### src/rtl/bit_serial_addsub.sv
// rtl/bit_serial_addsub.sv - bit-serial adder/subtractor, one full-adder bit per clock, LSB first
module bit_serial_addsub #(
    parameter int WIDTH = 8
) (
    input  logic             clk,
    input  logic             rst,
    input  logic             start,
    input  logic             sub,
    input  logic [WIDTH-1:0] a,
    input  logic [WIDTH-1:0] b,
    output logic             busy,
    output logic             done,
    output logic [WIDTH-1:0] sum,
    output logic             cout,
    output logic             ovf
);

    localparam int CNT_W = (WIDTH > 1) ? $clog2(WIDTH) : 1;
    localparam logic [CNT_W-1:0] CNT_LAST = CNT_W'(WIDTH - 1);

    typedef enum logic [1:0] {
        IDLE  = 2'd0,
        SHIFT = 2'd1,
        DONE  = 2'd2
    } state_t;

    state_t           state_q, state_d;
    logic [WIDTH-1:0] op_a_q, op_a_d;
    logic [WIDTH-1:0] op_b_q, op_b_d;
    logic [WIDTH-1:0] acc_q, acc_d;
    logic             carry_q, carry_d;
    logic [CNT_W-1:0] cnt_q, cnt_d;
    logic [WIDTH-1:0] sum_q, sum_d;
    logic             cout_q, cout_d;
    logic             ovf_q, ovf_d;
    logic             busy_q, busy_d;
    logic             done_q, done_d;

    logic             bit_s;
    logic             carry_nxt;
    logic             last_bit;

    // Full adder on the current LSBs; carry_q is the carry into this bit
    assign bit_s     = op_a_q[0] ^ op_b_q[0] ^ carry_q;
    assign carry_nxt = (op_a_q[0] & op_b_q[0]) | (carry_q & (op_a_q[0] ^ op_b_q[0]));
    assign last_bit  = (cnt_q == CNT_LAST);

    // State register
    always_ff @(posedge clk or posedge rst) begin
        if (rst) begin
            state_q <= IDLE;
        end else begin
            state_q <= state_d;
        end
    end

    // Next-state logic: IDLE -> SHIFT on start, SHIFT -> DONE after the MSB, DONE -> IDLE
    always_comb begin
        state_d = state_q;
        case (state_q)
            IDLE:    if (start) state_d = SHIFT;
            SHIFT:   if (last_bit) state_d = DONE;
            DONE:    state_d = IDLE;
            default: state_d = IDLE;
        endcase
    end

    // Registered status outputs follow the state being entered
    always_comb begin
        busy_d = (state_d == SHIFT);
        done_d = (state_d == DONE);
    end

    // Datapath: operand load, serial add/shift, and result capture on the final bit
    always_comb begin
        op_a_d  = op_a_q;
        op_b_d  = op_b_q;
        acc_d   = acc_q;
        carry_d = carry_q;
        cnt_d   = cnt_q;
        sum_d   = sum_q;
        cout_d  = cout_q;
        ovf_d   = ovf_q;
        case (state_q)
            IDLE: begin
                if (start) begin
                    op_a_d  = a;
                    op_b_d  = sub ? ~b : b;
                    carry_d = sub;
                    cnt_d   = '0;
                end
            end
            SHIFT: begin
                op_a_d  = {1'b0, op_a_q[WIDTH-1:1]};
                op_b_d  = {1'b0, op_b_q[WIDTH-1:1]};
                acc_d   = {bit_s, acc_q[WIDTH-1:1]};
                carry_d = carry_nxt;
                cnt_d   = last_bit ? '0 : cnt_q + CNT_W'(1);
                if (last_bit) begin
                    // Overflow: carry into the MSB differs from carry out of it
                    sum_d  = {bit_s, acc_q[WIDTH-1:1]};
                    cout_d = carry_nxt;
                    ovf_d  = carry_q ^ carry_nxt;
                end
            end
            default: begin
            end
        endcase
    end

    // Datapath and output registers, all cleared by reset
    always_ff @(posedge clk or posedge rst) begin
        if (rst) begin
            op_a_q  <= '0;
            op_b_q  <= '0;
            acc_q   <= '0;
            carry_q <= 1'b0;
            cnt_q   <= '0;
            sum_q   <= '0;
            cout_q  <= 1'b0;
            ovf_q   <= 1'b0;
            busy_q  <= 1'b0;
            done_q  <= 1'b0;
        end else begin
            op_a_q  <= op_a_d;
            op_b_q  <= op_b_d;
            acc_q   <= acc_d;
            carry_q <= carry_d;
            cnt_q   <= cnt_d;
            sum_q   <= sum_d;
            cout_q  <= cout_d;
            ovf_q   <= ovf_d;
            busy_q  <= busy_d;
            done_q  <= done_d;
        end
    end

    assign busy = busy_q;
    assign done = done_q;
    assign sum  = sum_q;
    assign cout = cout_q;
    assign ovf  = ovf_q;

endmodule

### config.mk
export PLATFORM = sky130hd
export DESIGN_NAME = bit_serial_addsub
export DESIGN_NICKNAME = d
export VERILOG_FILES = /design/src/rtl/bit_serial_addsub.sv
export SDC_FILE = /design/constraint.sdc
export NUM_CORES = 1
export LEC_CHECK = 0
export BUFFER_PORTS_ARGS = -buffer_cell sky130_fd_sc_hd__buf_2
export CAP_MARGIN = 20
export CORE_AREA = 2 2 72 74
export DETAILED_ROUTE_END_ITERATION = 6
export DIE_AREA = 0 0 74 76
export PLACE_DENSITY = 0.58
export RECOVER_POWER = 50
export SETUP_SLACK_MARGIN = 0.1
export SLEW_MARGIN = 30
export SYNTH_ARGS = -nofsm -noshare
export SYNTH_HDL_FRONTEND = slang
export SYNTH_SLANG_ARGS = --single-unit
### constraint.sdc
create_clock -name clk -period 1.4 [get_ports clk]
set_input_delay 0.07 -clock clk [delete_from_list [all_inputs] [get_ports clk]]
set_output_delay 0.07 -clock clk [all_outputs]
set_load 0.05 [all_outputs]
# Word level (Yosys, flattened, before mapping)
# Cells that the tools add are included.
[word_totals] elab_cells=41 in_bits=20 reg_bits=42
[op_classes] eq_ne=5 reduce_logical=4 mux=13 addsub=1 bitwise=7
[ops] op="one-hot mux 8 bit (2 select lines)" n=2
[ops] op="two-way mux 8 bit" n=3
[ops] op="NOT 8 bit" n=1
[ops] op="two-way mux 3 bit" n=2
[ops] op="one-hot mux 3 bit (2 select lines)" n=1
[ops] op="equality test 2 x 1 -> 1 bit, second input constant" n=2
[ops] op="two-way mux 2 bit" n=2
[ops] op="one-hot mux 2 bit (2 select lines)" n=1
[ops] op="AND reduction 2 bit" n=2
[ops] op="adder 3 x 1 -> 3 bit, second input constant" n=1
[ops] op="equality test 3 bit, second input constant" n=1
[ops] op="XOR 1 bit" n=3
[ops] op="AND 1 bit" n=2
[ops] op="equality test 2 bit, second input constant" n=1
[ops] op="logical NOT 2 bit" n=1
[ops] op="!= test 2 bit, second input constant" n=1
[ops] op="one-hot mux 1 bit (2 select lines)" n=1
[ops] op="nonzero test 2 bit" n=1
[ops] op="two-way mux 1 bit" n=1
[ops] op="OR 1 bit" n=1

# Logic depth before layout (Yosys ltp)
[logic_depth] word_depth=4 mapped_depth=6 depth_no_buf=5

# Least setup slack after synthesis
# Ideal clock, no wire load.
[synth_timing] path_kind="flip-flop to flip-flop" from="reg cnt_q[0]" to="reg sum_q[0] (netlist: sum[0])" n_path_buf=1 arrival_ps=1333 setup_time_ps=125 period_less_slack_ps=1458 path_stages_with_launch=6 path_slack_ps=-58 path_cell_list="dfrtp_1 > ha_1 > ha_1 > nand3b_4 > buf_6 > mux2_4"
[synth_between] elab_chain_len=2
[synth_lines] item="start, declared" line_no="32" text="logic [CNT_W-1:0] cnt_q, cnt_d;"
[synth_lines] item="start signal, assigned" line_no="129" text="cnt_q <= cnt_d;"
[synth_lines] item="equality test 3 bit" line_no="46" text="assign last_bit = (cnt_q == CNT_LAST);"
[synth_lines] item="AND reduction 2 bit (no source line)"
[synth_lines] item="end signal, assigned" line_no="130" text="sum_q <= sum_d;"
[synth_lines] item="end, declared" line_no="33" text="logic [WIDTH-1:0] sum_q, sum_d;"
# No other way between the ends.
# A chain may end at the register's enable or synchronous reset.

# Worst setup path in the final report
[layout_timing] from="reg cnt_q[1]" to="reg sum_q[6] (netlist: sum[6])"
# Same word-level chain as after synthesis.

==> run_results.csv <==
group,metric,value,unit
run_status,status,"completed",
route,wl,3.808,mm
cts,htreeDepth,2,
placed_design,dp_hpwl,2.386,mm
sta,timing_hold_violations_final,0,
worst_setup_path,cp_slowest_cell,"dfrtp_1",
cts,cts_buffers,5,
sta,min_period,1.377,ns
cts,insertion_delay,0.29,ns
worst_hold_path,hold_start,"a[7]",
worst_setup_path,critPathKind,"reg -> reg",
power,powerDensity,2230,nW/µm²
worst_hold_path,hold_end,"op_a_q[7]",
logic_synthesis,syn_nets,162,
cts,cts.sinks,41,
finish,area_growth,28.65,%
cts,cts_tree,"done",
sta,setup_violations,0,
route,first_iter_violations,20,
worst_setup_path,required,1.57,ns
sta,finalMaxSlewViolations,0,
finish,final_cell_mix,"dfrtp_1 (39), buf_2 (30), buf_4 (18), nand2_1 (11)",
finish,mostFrequentLayoutCell,"dfrtp_1",
finish,layout.nets,213,
sta,timing.slew.headroom,60.85,%
worst_setup_path,crit_path_max_incr_delay,0.39,ns
placed_design,place.gp.congestion,0.7269,
floorplanning,fp.coreArea,4912,µm²
floorplanning,start_util,36.63,%
placed_design,numPortBuffers,31,
finish,design_area,2315,µm²
route,ant_nets,0,
floorplanning,ios,32,
power,power_leakage,1.163,nW
worst_setup_path,r2r-end,"sum[6]",
worst_setup_path,endpoint_kind,"register",
finish,antennaDiodeCount,0,
sta,rsz0062_at_grt,"yes",
placed_design,dpl_cell_area,2068,µm²
sta,fin_crit_sh,98.33,%
power,finalPower,5.162,mW
sta,skew,0.005573,ns
grt,grt_pass1_wl,5.913,mm
worst_setup_path,reg2reg_from,"cnt_q[1]",
cts,root_buffer,"clkbuf_8",
cts,cts.path.max_buffers,2,
worst_setup_path,critical_path.cell_chain,"ha_2 -> ha_4 -> nand3b_4 -> mux2_4",
logic_synthesis,avgSynthCellArea,12.94,µm²
worst_setup_path,critPathArrivalTime,1.55,ns
route,first_pass_iters,4,
worst_setup_path,cp_top_family,"flip-flops",
logic_synthesis,synth_seq_area_share,57.02,%
placed_design,place_ws,-0.01563,ns
route,vias,1238,
logic_synthesis,ys_types,28,
power,ir_worst_vdd,0.7706,mV
floorplanning,die_w,74,µm
logic_synthesis,ys_ff_latch,41,
route,vias_per_cell,4.762,
logic_synthesis,synth_warnings,0,
worst_setup_path,cp_max_fo,7,
job,cap_violations,0,
route,wl_per_cell,14.65,µm
grt,grt_antenna_before_repair,0,
sta,fin_ws,0.02337,ns
grt,grt_max_degree,42,
sta,clock.fmax,0.7264,GHz
floorplanning,dieArea,5624,µm²
grt,grt_pass1_vias,1302,
worst_setup_path,cp-start-kind,"register",
logic_synthesis,synth_cells,139,
finish,drive_above_1_share,43.68,%
grt,grt_remaining_overflow,0,
logic_synthesis,synth_area,1799,µm²
cts,clk_pin_slew,0.07,ns
worst_setup_path,rr_worst_depth,4,
worst_setup_path,path_buf_inv,0,
worst_hold_path,hp-class,"in -> reg",
grt,grtUsageTotal,13.60,%
route,drt_drc_violations_left,0,
worst_hold_path,min_path_cells,2,
floorplanning,rows,26,
sta,worst_pin_slew,0.5897,ns
worst_setup_path,r2r_setup_slack,0.02,ns
floorplanning,die_h,76,µm
-- cells in the mapped netlist, drive strengths merged --
master	n	area (µm²)
xnor2	1	8.760
a21oi	1	5.000
o21ai	9	45.04
xor2	8	70.07
clkbuf	1	3.750
a221o	7	70.07
buf	9	60.06
o31ai	1	7.510
nand3b	1	20.02
a22o	2	17.52
and3	7	43.79
mux2	16	202.7
ha	2	25.02
a32o	2	20.02
nor2	2	7.510
nand2	11	41.29
nor2b	2	12.51
inv	5	18.76
o21bai	1	7.510
fa	1	20.02
and2	1	6.260
dfrtp	41	1026
a22oi	8	60.06
-- cells by family (layout without fill, tap and decap cells) --
group	count (synthesis)	count (layout)	synth area share, %
multiplexers	16	16	11.27
adder cells (fa/ha/maj)	3	3	2.503
flip-flops	41	41	57.02
AO/OA/AOI/OAI	31	31	12.94
XOR/XNOR	9	9	4.381
buffers and inverters	15	65	4.589
AND/OR/NAND/NOR	24	25	7.302
-- flip-flops by register name, summed over array words and instances, names as in the netlist --
| signal | cells |
|---|---|
| ovf | 1 |
| cout | 1 |
| done | 1 |
| carry_q | 1 |
| busy | 1 |
| op_b_q | 8 |
| state_q | 2 |
| sum | 8 |
| cnt_q | 3 |
| acc_q | 7 |
| op_a_q | 8 |
-- worst max path at each step --
stage                  end      from  cells past startpoint  slack, ns
global route        sum[4]  cnt_q[1]                      4      -0.02
floorplan           sum[0]  cnt_q[0]                      5       0.03
finish              sum[6]  cnt_q[1]                      4       0.02
CTS                 sum[7]  cnt_q[1]                      4       0.04
detailed placement  sum[5]  cnt_q[1]                      4      -0.02
global placement    sum[5]  cnt_q[1]                      4       0.01
-- layer usage --
layer / track usage (%) / share of wire, %
met5: 0 / 0
met2: 21.61 / 50
met4: 3.455 / 0
met3: 5.026 / 4.3
met1: 17.41 / 45
-- worst reg2reg max path, cell delays in order (launching register included) --
cell	delay (ns)
dfrtp_1	0.39
ha_2	0.20
ha_4	0.18
nand3b_4	0.17
mux2_4	0.32
-- repair_timing --
action                                  in CTS  in global routing
gates resized for setup                      5                 11
endpoints found under the setup margin      18                 25
hold buffers                                 1                  0
buffers inserted                             4                  6
pin swaps                                    1                  1
cloned                                       1                  1
endpoints found under the hold margin       41                  0
-- layout make-up --
type | count | area [µm²]
clock buffer | 7 | 86.33
sequential | 41 | 1028
timing repair buffer | 53 | 321.6
multi-input combinational | 84 | 772.0
inverter | 5 | 18.77
fill | 446 | 2597
tap | 70 | 87.58
-- power breakdown --
| group | switching [mW] | internal (mW) | total, mW | leakage [nW] |
|---|---|---|---|---|
| logic | 1.28 | 1.08 | 2.37 | 0.601 |
| registers | 0.329 | 1.70 | 2.02 | 0.518 |
| clock network | 0.379 | 0.391 | 0.770 | 0.0443 |
| total | 1.99 | 3.17 | 5.16 | 1.16 |
-- per-stage QoR --
stage	utilization [%]	cells	TNS (ns)	hold WS [ns]
2_1_floorplan	-	139	0	0.2397
3_3_place_gp	42.10	240	0	0.2224
3_5_place_dp	42.10	240	-0.04526	0.2251
4_1_cts	45.24	253	0	0.04587
5_1_grt	47.12	260	-0.1258	0.04608
6_report	47.12	260	0	0.05211
No activity file was read; power rests on OpenSTA's default activity.
